**config.mk**
```make
export PLATFORM = sky130hd
export DESIGN_NAME = gray_position_decoder
export DESIGN_NICKNAME = d
export VERILOG_FILES = /design/src/rtl/gray_position_decoder.sv
export SDC_FILE = /design/constraint.sdc
export NUM_CORES = 1
export LEC_CHECK = 0
export CELL_PAD_IN_SITES_DETAIL_PLACEMENT = 1
export CELL_PAD_IN_SITES_GLOBAL_PLACEMENT = 1
export CORE_AREA = 5 5 62 64
export DETAILED_ROUTE_END_ITERATION = 16
export DIE_AREA = 0 0 67 69
export PLACE_DENSITY = 0.72
export SYNTH_ARGS = -nofsm -noshare
export SYNTH_HDL_FRONTEND = slang
export SYNTH_SLANG_ARGS = --single-unit
```
**constraint.sdc**
```tcl
create_clock -name clk -period 4.8 [get_ports clk]
set_input_delay 0.96 -clock clk [delete_from_list [all_inputs] [get_ports clk]]
set_output_delay 0.96 -clock clk [all_outputs]
set_load 0.01 [all_outputs]
```
**src/rtl/gray_position_decoder.sv**
```systemverilog
// -----------------------------------------------------------------------------
// gray_position_decoder
//
// Receives a Gray-coded position word (encoder wheel / position sensor) that is
// asynchronous to clk. It synchronizes the word and converts it to binary. It
// classifies every change of the decoded position as a single step up, a single
// step down, or an illegal jump, and keeps a wrapping position counter.
//
// Ports:
//   clk         in   1      system clock, rising edge
//   rst_n       in   1      asynchronous active-low reset
//   gray        in   WIDTH  Gray-coded position, asynchronous to clk
//   clr         in   1      synchronous clear of count and err_sticky
//   bin         out  WIDTH  registered binary of the synchronized gray word
//   valid       out  1      high once the first post-reset sample is decoded
//   step_up     out  1      one-cycle pulse, position moved +1 (mod 2^WIDTH)
//   step_dn     out  1      one-cycle pulse, position moved -1 (mod 2^WIDTH)
//   err         out  1      one-cycle pulse, jump other than 0/+1/-1
//   err_sticky  out  1      set by err, held until clr or reset
//   count       out  CNT_W  running position count, wraps both ways
//
// Latency: a gray change captured into s1 at edge n is on bin at edge n+2.
// The step/err pulses are registered on the same edge as bin.
// -----------------------------------------------------------------------------
module gray_position_decoder #(
  parameter int WIDTH = 4,
  parameter int CNT_W = 8
) (
  input  logic             clk,
  input  logic             rst_n,
  input  logic [WIDTH-1:0] gray,
  input  logic             clr,
  output logic [WIDTH-1:0] bin,
  output logic             valid,
  output logic             step_up,
  output logic             step_dn,
  output logic             err,
  output logic             err_sticky,
  output logic [CNT_W-1:0] count
);

  localparam logic [WIDTH-1:0] POS_ONE = WIDTH'(1);
  localparam logic [CNT_W-1:0] CNT_ONE = CNT_W'(1);

  typedef enum logic {
    INIT  = 1'b0,
    TRACK = 1'b1
  } state_t;

  typedef enum logic [1:0] {
    MOV_NONE = 2'd0,
    MOV_UP   = 2'd1,
    MOV_DN   = 2'd2,
    MOV_ERR  = 2'd3
  } move_t;

  state_t           state;
  state_t           state_nxt;
  logic [WIDTH-1:0] s1;
  logic [WIDTH-1:0] s2;
  logic [WIDTH-1:0] nb;
  move_t            move;
  logic             up_nxt;
  logic             dn_nxt;
  logic             err_nxt;
  logic             sticky_nxt;
  logic [CNT_W-1:0] count_nxt;

  // Gray to binary: each binary bit is the XOR of all Gray bits at or above it.
  function automatic logic [WIDTH-1:0] gray_to_bin(input logic [WIDTH-1:0] g);
    logic [WIDTH-1:0] b;
    b = '0;
    b[WIDTH-1] = g[WIDTH-1];
    for (int i = WIDTH - 2; i >= 0; i--) begin
      b[i] = b[i+1] ^ g[i];
    end
    return b;
  endfunction

  // The modular difference classifies the move. -1 mod 2^WIDTH is all ones,
  // so the wrap 0 -> max counts as a step down, and the wrap max -> 0 as a
  // step up.
  function automatic move_t classify(input logic [WIDTH-1:0] cur,
                                     input logic [WIDTH-1:0] prev);
    logic [WIDTH-1:0] d;
    move_t            m;
    d = cur - prev;
    if (d == '0) begin
      m = MOV_NONE;
    end else if (d == POS_ONE) begin
      m = MOV_UP;
    end else if (d == '1) begin
      m = MOV_DN;
    end else begin
      m = MOV_ERR;
    end
    return m;
  endfunction

  // Synchronizer: two flops on the asynchronous Gray bus. With Gray coding,
  // only one bit changes per legal step, so a sample caught mid-transition
  // resolves to either the old position or the new position.
  always_ff @(posedge clk or negedge rst_n) begin
    if (!rst_n) begin
      s1 <= '0;
      s2 <= '0;
    end else begin
      s1 <= gray;
      s2 <= s1;
    end
  end

  assign nb = gray_to_bin(s2);

  // FSM state register
  always_ff @(posedge clk or negedge rst_n) begin
    if (!rst_n) begin
      state <= INIT;
    end else begin
      state <= state_nxt;
    end
  end

  // Next state, move classification and next output values. In INIT, bin has
  // no meaningful previous value yet, so no move is reported on that edge.
  always_comb begin
    state_nxt  = state;
    move       = MOV_NONE;
    up_nxt     = 1'b0;
    dn_nxt     = 1'b0;
    err_nxt    = 1'b0;
    count_nxt  = count;
    sticky_nxt = err_sticky;

    case (state)
      INIT: begin
        state_nxt = TRACK;
      end
      TRACK: begin
        move = classify(nb, bin);
      end
      default: begin
        state_nxt = INIT;
      end
    endcase

    case (move)
      MOV_UP: begin
        up_nxt    = 1'b1;
        count_nxt = count + CNT_ONE;
      end
      MOV_DN: begin
        dn_nxt    = 1'b1;
        count_nxt = count - CNT_ONE;
      end
      MOV_ERR: begin
        err_nxt    = 1'b1;
        sticky_nxt = 1'b1;
      end
      default: begin
      end
    endcase

    // clr wins over a same-edge count update or err set. It does not
    // suppress the pulses.
    if (clr) begin
      count_nxt  = '0;
      sticky_nxt = 1'b0;
    end
  end

  // Output registers. bin is reloaded on every edge, in INIT and in TRACK.
  always_ff @(posedge clk or negedge rst_n) begin
    if (!rst_n) begin
      bin        <= '0;
      valid      <= 1'b0;
      step_up    <= 1'b0;
      step_dn    <= 1'b0;
      err        <= 1'b0;
      err_sticky <= 1'b0;
      count      <= '0;
    end else begin
      bin        <= nb;
      valid      <= 1'b1;
      step_up    <= up_nxt;
      step_dn    <= dn_nxt;
      err        <= err_nxt;
      err_sticky <= sticky_nxt;
      count      <= count_nxt;
    end
  end

endmodule

```
# Yosys cells after proc, flatten, opt, wreduce, memory -nomap -nowiden
# Index checks and enable logic that the tools add are counted.
[classes] n_addsub=3 mux=11 n_bitwise=3 eq_ne=5 n_reduce_logical=3
[op_table] op="$pmux W8 S2" count=1
[op_table] op="$add A8 B1 Y8 const B" count=1
[op_table] op="$mux W8" count=1
[op_table] op="$sub A8 B1 Y8 const B" count=1
[op_table] op="$mux W1" count=6
[op_table] op="$mux W2" count=3
[op_table] op="$eq A2 B2 Y1 const B" count=2
[op_table] op="$eq A4 B1 Y1 const B" count=1
[op_table] op="$eq A4 B4 Y1 const B" count=1
[op_table] op="$logic_not A4 Y1" count=1
[op_table] op="$sub A4 B4 Y4" count=1
[op_table] op="$reduce_bool A3 Y1" count=1
[op_table] op="$xor A1 B1 Y1" count=3
[op_table] op="$eq A2 B1 Y1 const B" count=1
[op_table] op="$reduce_bool A2 Y1" count=1
[totals] word_cells=34 regBits=25 out_inout_bits=17

# Depth between registers and ports, before layout
[depth] ltp_word=12 depth_mapped=16 depth_no_buf=16

# Worst setup path after synthesis
# Ideal clock, no wire load.
[synth_path] path_kind="register -> register" start="register s2[3]" end="register count[7]" path_stages_with_launch=17 arrival_ns=3.745 period_less_slack_ns=3.870 setup_slack_ns=0.930 n_path_buf=0 path_cell_list="dfrtp_1 -> xor2_1 -> xnor2_1 -> xor2_1 -> ha_1 -> inv_1 -> fa_1 -> xor2_1 -> nand4_1 -> nor2_1 -> ha_1 -> nand2_1 -> nand3_1 -> a31oi_1 -> o21ai_0 -> mux2_2 -> mux2_2"
[synth_via] elab_chain_len=12 word_cells_on_any_way=16 classes_between="add/sub: 1; eq/ne: 4; mux: 6; bitwise: 3; reduce/logical: 2"
[synth_lines] item="start: declaration" line="60" source="logic [WIDTH-1:0] s2;"
[synth_lines] item="start signal: assignment" line="106" source="s2 <= '0;"
[synth_lines] item="start signal: assignment" line="109" source="s2 <= s1;"
[synth_lines] item="$xor A1 B1 Y1 *" line="75" source="b[i] = b[i+1] ^ g[i];"
[synth_lines] item="via nb[2]" line="61" source="logic [WIDTH-1:0] nb;"
[synth_lines] item="$xor A1 B1 Y1 (2 in a row)" line="75"
[synth_lines] item="$sub A4 B4 Y4 *" line="87" source="d = cur - prev;"
[synth_lines] item="$eq A4 B4 Y1" line="92" source="end else if (d == '1) begin"
[synth_lines] item="$mux W1" line="92"
[synth_lines] item="$mux W2" line="90" source="end else if (d == POS_ONE) begin"
[synth_lines] item="$mux W2 *" line="88" source="if (d == '0) begin"
[synth_lines] item="$mux W2 *" line="135" source="case (state)"
[synth_lines] item="$eq A2 B2 Y1 or $eq A2 B1 Y1 (tied branches)" line="147" source="case (move)"
[synth_lines] item="$pmux W8 S2" line="147"
[synth_lines] item="$mux W8" line="166" source="if (clr) begin"
[synth_lines] item="end signal: assignment" line="189" source="count <= count_nxt;"
[synth_lines] item="end: declaration" line="39" source="output logic [CNT_W-1:0] count"
# Mark *: on every way through the listed nets, which the timed path passes. The rest lies on a longest branch.
# A chain may end at the register's enable or synchronous reset.

# Final worst setup path
# Ends and elaborated chain as after synthesis.

==> impl_summary.log <==
INFO  metric timing.final.hold_violations = 0
INFO  metric fin_nets = 147
INFO  metric synth-simple-area-share = under 10%
INFO  metric drt.antenna.violating_nets = 0
INFO  metric grt_util_met2 = 20.4%
INFO  metric pwr-share-comb = a little under a third
INFO  metric combinational_family_with_the_most_area_after_synthesis = adder cells
INFO  metric routedWlPerCell = ~14 um
INFO  metric first_global_vias = roughly 940
INFO  metric clkLatencyLatePin = between 0.3 and 0.4 ns
INFO  metric globalRouteOverflowTotal = 0
INFO  metric netlist.top_cell.by_area = sky130_fd_sc_hd__dfrtp_1
INFO  metric outcome = finished, final reports clean
INFO  metric yosysWarnings = 0
INFO  metric sequentialPowerShare = approximately half
INFO  metric clk_transition_reported_paths = about 0.14 ns
INFO  metric syn2layout_area_growth = 26.8%
INFO  metric hold-worst-slack = 0.368 ns
INFO  metric synth_sequential_area_ratio = between 50% and 60%
INFO  metric crit_end_element = register
INFO  metric synth.area.top_cells = sky130_fd_sc_hd__dfrtp_1 (53%), sky130_fd_sc_hd__ha_1 (9.5%), sky130_fd_sc_hd__xnor2_1 (5.2%), sky130_fd_sc_hd__nor2_1 (4.4%), sky130_fd_sc_hd__mux2i_1 (4.2%)
INFO  metric grt_use_met1 = around 16%
INFO  metric holdCritPathClass = register to register
INFO  metric crit_type = register to register
INFO  metric report.final.slew_viol_count = 0
INFO  metric number_of_port_buffers = 23
INFO  metric mostFrequentLayoutCell = sky130_fd_sc_hd__dfrtp_1
INFO  metric synth_top_cell_area_share = 52.6%
INFO  metric core-area = roughly 3200 um2
INFO  metric rsz0062_at_grt = no
INFO  metric count_of_cell_types_in_the_netlist = 26
INFO  metric io_count = 24
INFO  metric power.leakage = around 0.67 nW
INFO  metric setup.worst_path.start_class = register
INFO  metric cts_sinks = 25
INFO  metric first_iter_violations = 13
INFO  metric drt_first_pass_iters = 4
INFO  metric layout_worst_path_cycle_share = a little under nine tenths
INFO  metric fp.dieW = between 60 and 70 um
INFO  metric crit_path_start = s2[3]
INFO  metric utilization_after_layout = 46.7%
INFO  metric synth_adder_area_share = approximately an eighth
INFO  metric ys_seq_elements = 25
INFO  metric grt_antenna_before_repair = 0
INFO  metric fin_crit = between 4 and 5 ns
INFO  metric root_cell_of_the_clock_tree = sky130_fd_sc_hd__clkbuf_4
INFO  metric peakVddDrop = between 0.0001 and 0.00015 V
INFO  metric post_route_cells_drive_above_1_share = roughly 7%
INFO  metric critical_path_arrival = around 4.3 ns
INFO  metric worstMarginPinSlew = roughly 1.1 ns
INFO  metric grt_max_degree = 26
INFO  metric globalRouteTotalUtil = about an eighth
INFO  metric dieArea = between 4000 and 5000 um2
INFO  metric postRouteWirelength = 2.39 mm
INFO  metric final_number_of_setup_violating_endpoints = 0
INFO  metric tns = 0 ns
INFO  metric use_met3 = 1.30%
INFO  metric netSwitchingFraction = roughly a third
INFO  metric die_h = 69 um
INFO  metric wire_length_of_the_first_global_routing_pass = 4.45 mm
INFO  metric post-dp-hpwl = between 1.5 and 2 mm
INFO  metric holdCritStartpoint = s1[0]
INFO  metric timing.critical_path.required = slightly above 5 ns
INFO  metric synth_xor_area_share = approximately 8.1%
INFO  metric drc_violations_left = 0
INFO  metric post_synth.cell_area_avg = between 10 and 15 um2
INFO  metric tritoncts = done
INFO  metric worstReg2RegStart = s2[3]
INFO  metric cts_buffers = 3
INFO  metric syn-num-nets = between 100 and 150
INFO  metric post_cts_hold_buffer_count = 0
INFO  metric final_cell_mix = sky130_fd_sc_hd__dfrtp_1 (25), sky130_fd_sc_hd__clkdlybuf4s50_1 (23), sky130_fd_sc_hd__nor2_1 (14)
INFO  metric insertedDiodeCount = 0
INFO  metric place.gp.congestion = slightly above 0.7
INFO  metric start_util = between 30% and 40%
INFO  metric synth_compound_gate_area_share = about 8%
INFO  metric count_of_maximum_capacitance_violations = 0
INFO  metric netlist_area = 1190 um2
INFO  metric timing.critical_path.fanout_max = 9
INFO  metric power_switching = roughly 0.16 mW
INFO  metric post_synth_mux_area_share = between 6 and 7%
INFO  metric maxSlewHeadroom = between 20% and 30%
INFO  metric cts-root-to-sink-buffers = 2
INFO  metric via_count = 817
INFO  metric power_density = about 330 nW/um2
INFO  metric internal_power = between 0.3 and 0.4 mW
INFO  metric syn_inst = a little over 100
INFO  metric grt_busiest_layer = met2
INFO  metric cts_post_setup_buffers_inserted = 0
INFO  metric fmax = 245 MHz
INFO  metric post_cts_resize_count = 0
INFO  metric clock-skew-final = about 0.0042 ns
INFO  metric viasPerCell = between 4 and 5
INFO  metric placementRows = 21
INFO  metric cts_htree_levels = 1
INFO  metric clock_power_share = a little under 20%
## stage by stage
step | cells | setup WS [ns] | power, mW | instance area, um2
global route | 174 | 0.266 | 0.531 | 1510
floorplan | 101 | 0.930 | 0.341 | 1190
global placement | 170 | 0.920 | 0.396 | 1480
detailed placement | 170 | 0.644 | 0.407 | 1480
CTS | 174 | 0.625 | 0.505 | 1510
finish | 174 | 0.711 | 0.496 | 1510
## synth_stat cells
library cell,number
sky130_fd_sc_hd__a211o_1,1
sky130_fd_sc_hd__a211oi_1,1
sky130_fd_sc_hd__a21o_2,1
sky130_fd_sc_hd__a21oi_1,5
sky130_fd_sc_hd__a21oi_4,1
sky130_fd_sc_hd__a31oi_1,1
sky130_fd_sc_hd__buf_1,1
sky130_fd_sc_hd__conb_1,1
sky130_fd_sc_hd__dfrtp_1,25
sky130_fd_sc_hd__fa_1,2
sky130_fd_sc_hd__ha_1,9
sky130_fd_sc_hd__inv_1,6
sky130_fd_sc_hd__mux2_2,2
sky130_fd_sc_hd__mux2i_1,5
sky130_fd_sc_hd__nand2_1,3
sky130_fd_sc_hd__nand2b_1,1
sky130_fd_sc_hd__nand3_1,3
sky130_fd_sc_hd__nand3b_1,1
sky130_fd_sc_hd__nand4_1,1
sky130_fd_sc_hd__nor2_1,14
sky130_fd_sc_hd__nor2b_1,3
sky130_fd_sc_hd__o211a_1,1
sky130_fd_sc_hd__o211ai_1,1
sky130_fd_sc_hd__o21ai_0,1
sky130_fd_sc_hd__xnor2_1,7
sky130_fd_sc_hd__xor2_1,4
## path summary, 6_finish.rpt
check                                 to  slack [ns]  depth (start not counted)
max in group asynchronous            err        2.91                          1
worst min register to register     s2[0]        0.37                          0
worst max-delay path            count[7]        0.71                         17
worst min-delay path               s2[0]        0.37                          0
worst max register to register  count[7]        0.71                         17
min in group asynchronous         bin[2]        1.22                          1
## sequential cells by signal, indices dropped and copies added, names as in the netlist
signal and count:
step_up 1, valid 1, err_sticky 1, s1 4, s2 4, err 1, count 8, bin 4
step_dn 1
## metal layers
| metal | up-vias | wire length [um] |
|---|---|---|
| li1 | 395 | - |
| met1 | 403 | 1020 |
| met2 | 15 | 1240 |
| met3 | 4 | 76 |
| met4 | 0 | 53 |
| met5 | - | 0 |
## power by group through the flow
| stage | clock [mW] | sequential (mW) | combinational [mW] |
|---|---|---|---|
| floorplan | 0 | 0.252 | 0.0886 |
| global placement | 0 | 0.244 | 0.152 |
| detailed placement | 0 | 0.246 | 0.161 |
| CTS | 0.102 | 0.242 | 0.162 |
| global route | 0.111 | 0.245 | 0.175 |
| finish | 0.0968 | 0.241 | 0.158 |
## worst max-delay path, stage by stage, from the launching register on
cell and delay [ns]:
sky130_fd_sc_hd__dfrtp_1 0.44, sky130_fd_sc_hd__xor2_1 0.29, sky130_fd_sc_hd__xnor2_1 0.20, sky130_fd_sc_hd__xor2_1 0.22
sky130_fd_sc_hd__ha_1 0.19, sky130_fd_sc_hd__inv_1 0.06, sky130_fd_sc_hd__fa_1 0.38, sky130_fd_sc_hd__xor2_1 0.22
sky130_fd_sc_hd__nand4_1 0.25, sky130_fd_sc_hd__nor2_1 0.15, sky130_fd_sc_hd__buf_4 0.18, sky130_fd_sc_hd__ha_1 0.29
sky130_fd_sc_hd__nand2_1 0.11, sky130_fd_sc_hd__nand3_1 0.07, sky130_fd_sc_hd__a31oi_1 0.22, sky130_fd_sc_hd__o21ai_0 0.15
sky130_fd_sc_hd__mux2_2 0.25, sky130_fd_sc_hd__mux2_2 0.32
## layout make-up
class	count	area (um2)
Fill cell	363	1720
Timing Repair Buffer	24	238
Multi-Input combinational cell	69	538
Tap cell	46	57.6
Sequential cell	25	626
Clock buffer	3	22.5
Inverter	6	22.5
Clock inverter	1	5.00
## cell families (layout without fill, tap and decap cells)
logic type / after synthesis / in the layout
AOI/OAI and AO/OA: 13 / 13
xor gates and xnor gates: 11 / 11
adders and majority gates: 11 / 11
buffers and inverters: 7 / 34
DFF: 25 / 25
muxes: 7 / 7
other: 1 / 1
and+or+nand+nor: 26 / 26
No activity file was read; power rests on OpenSTA's default activity.
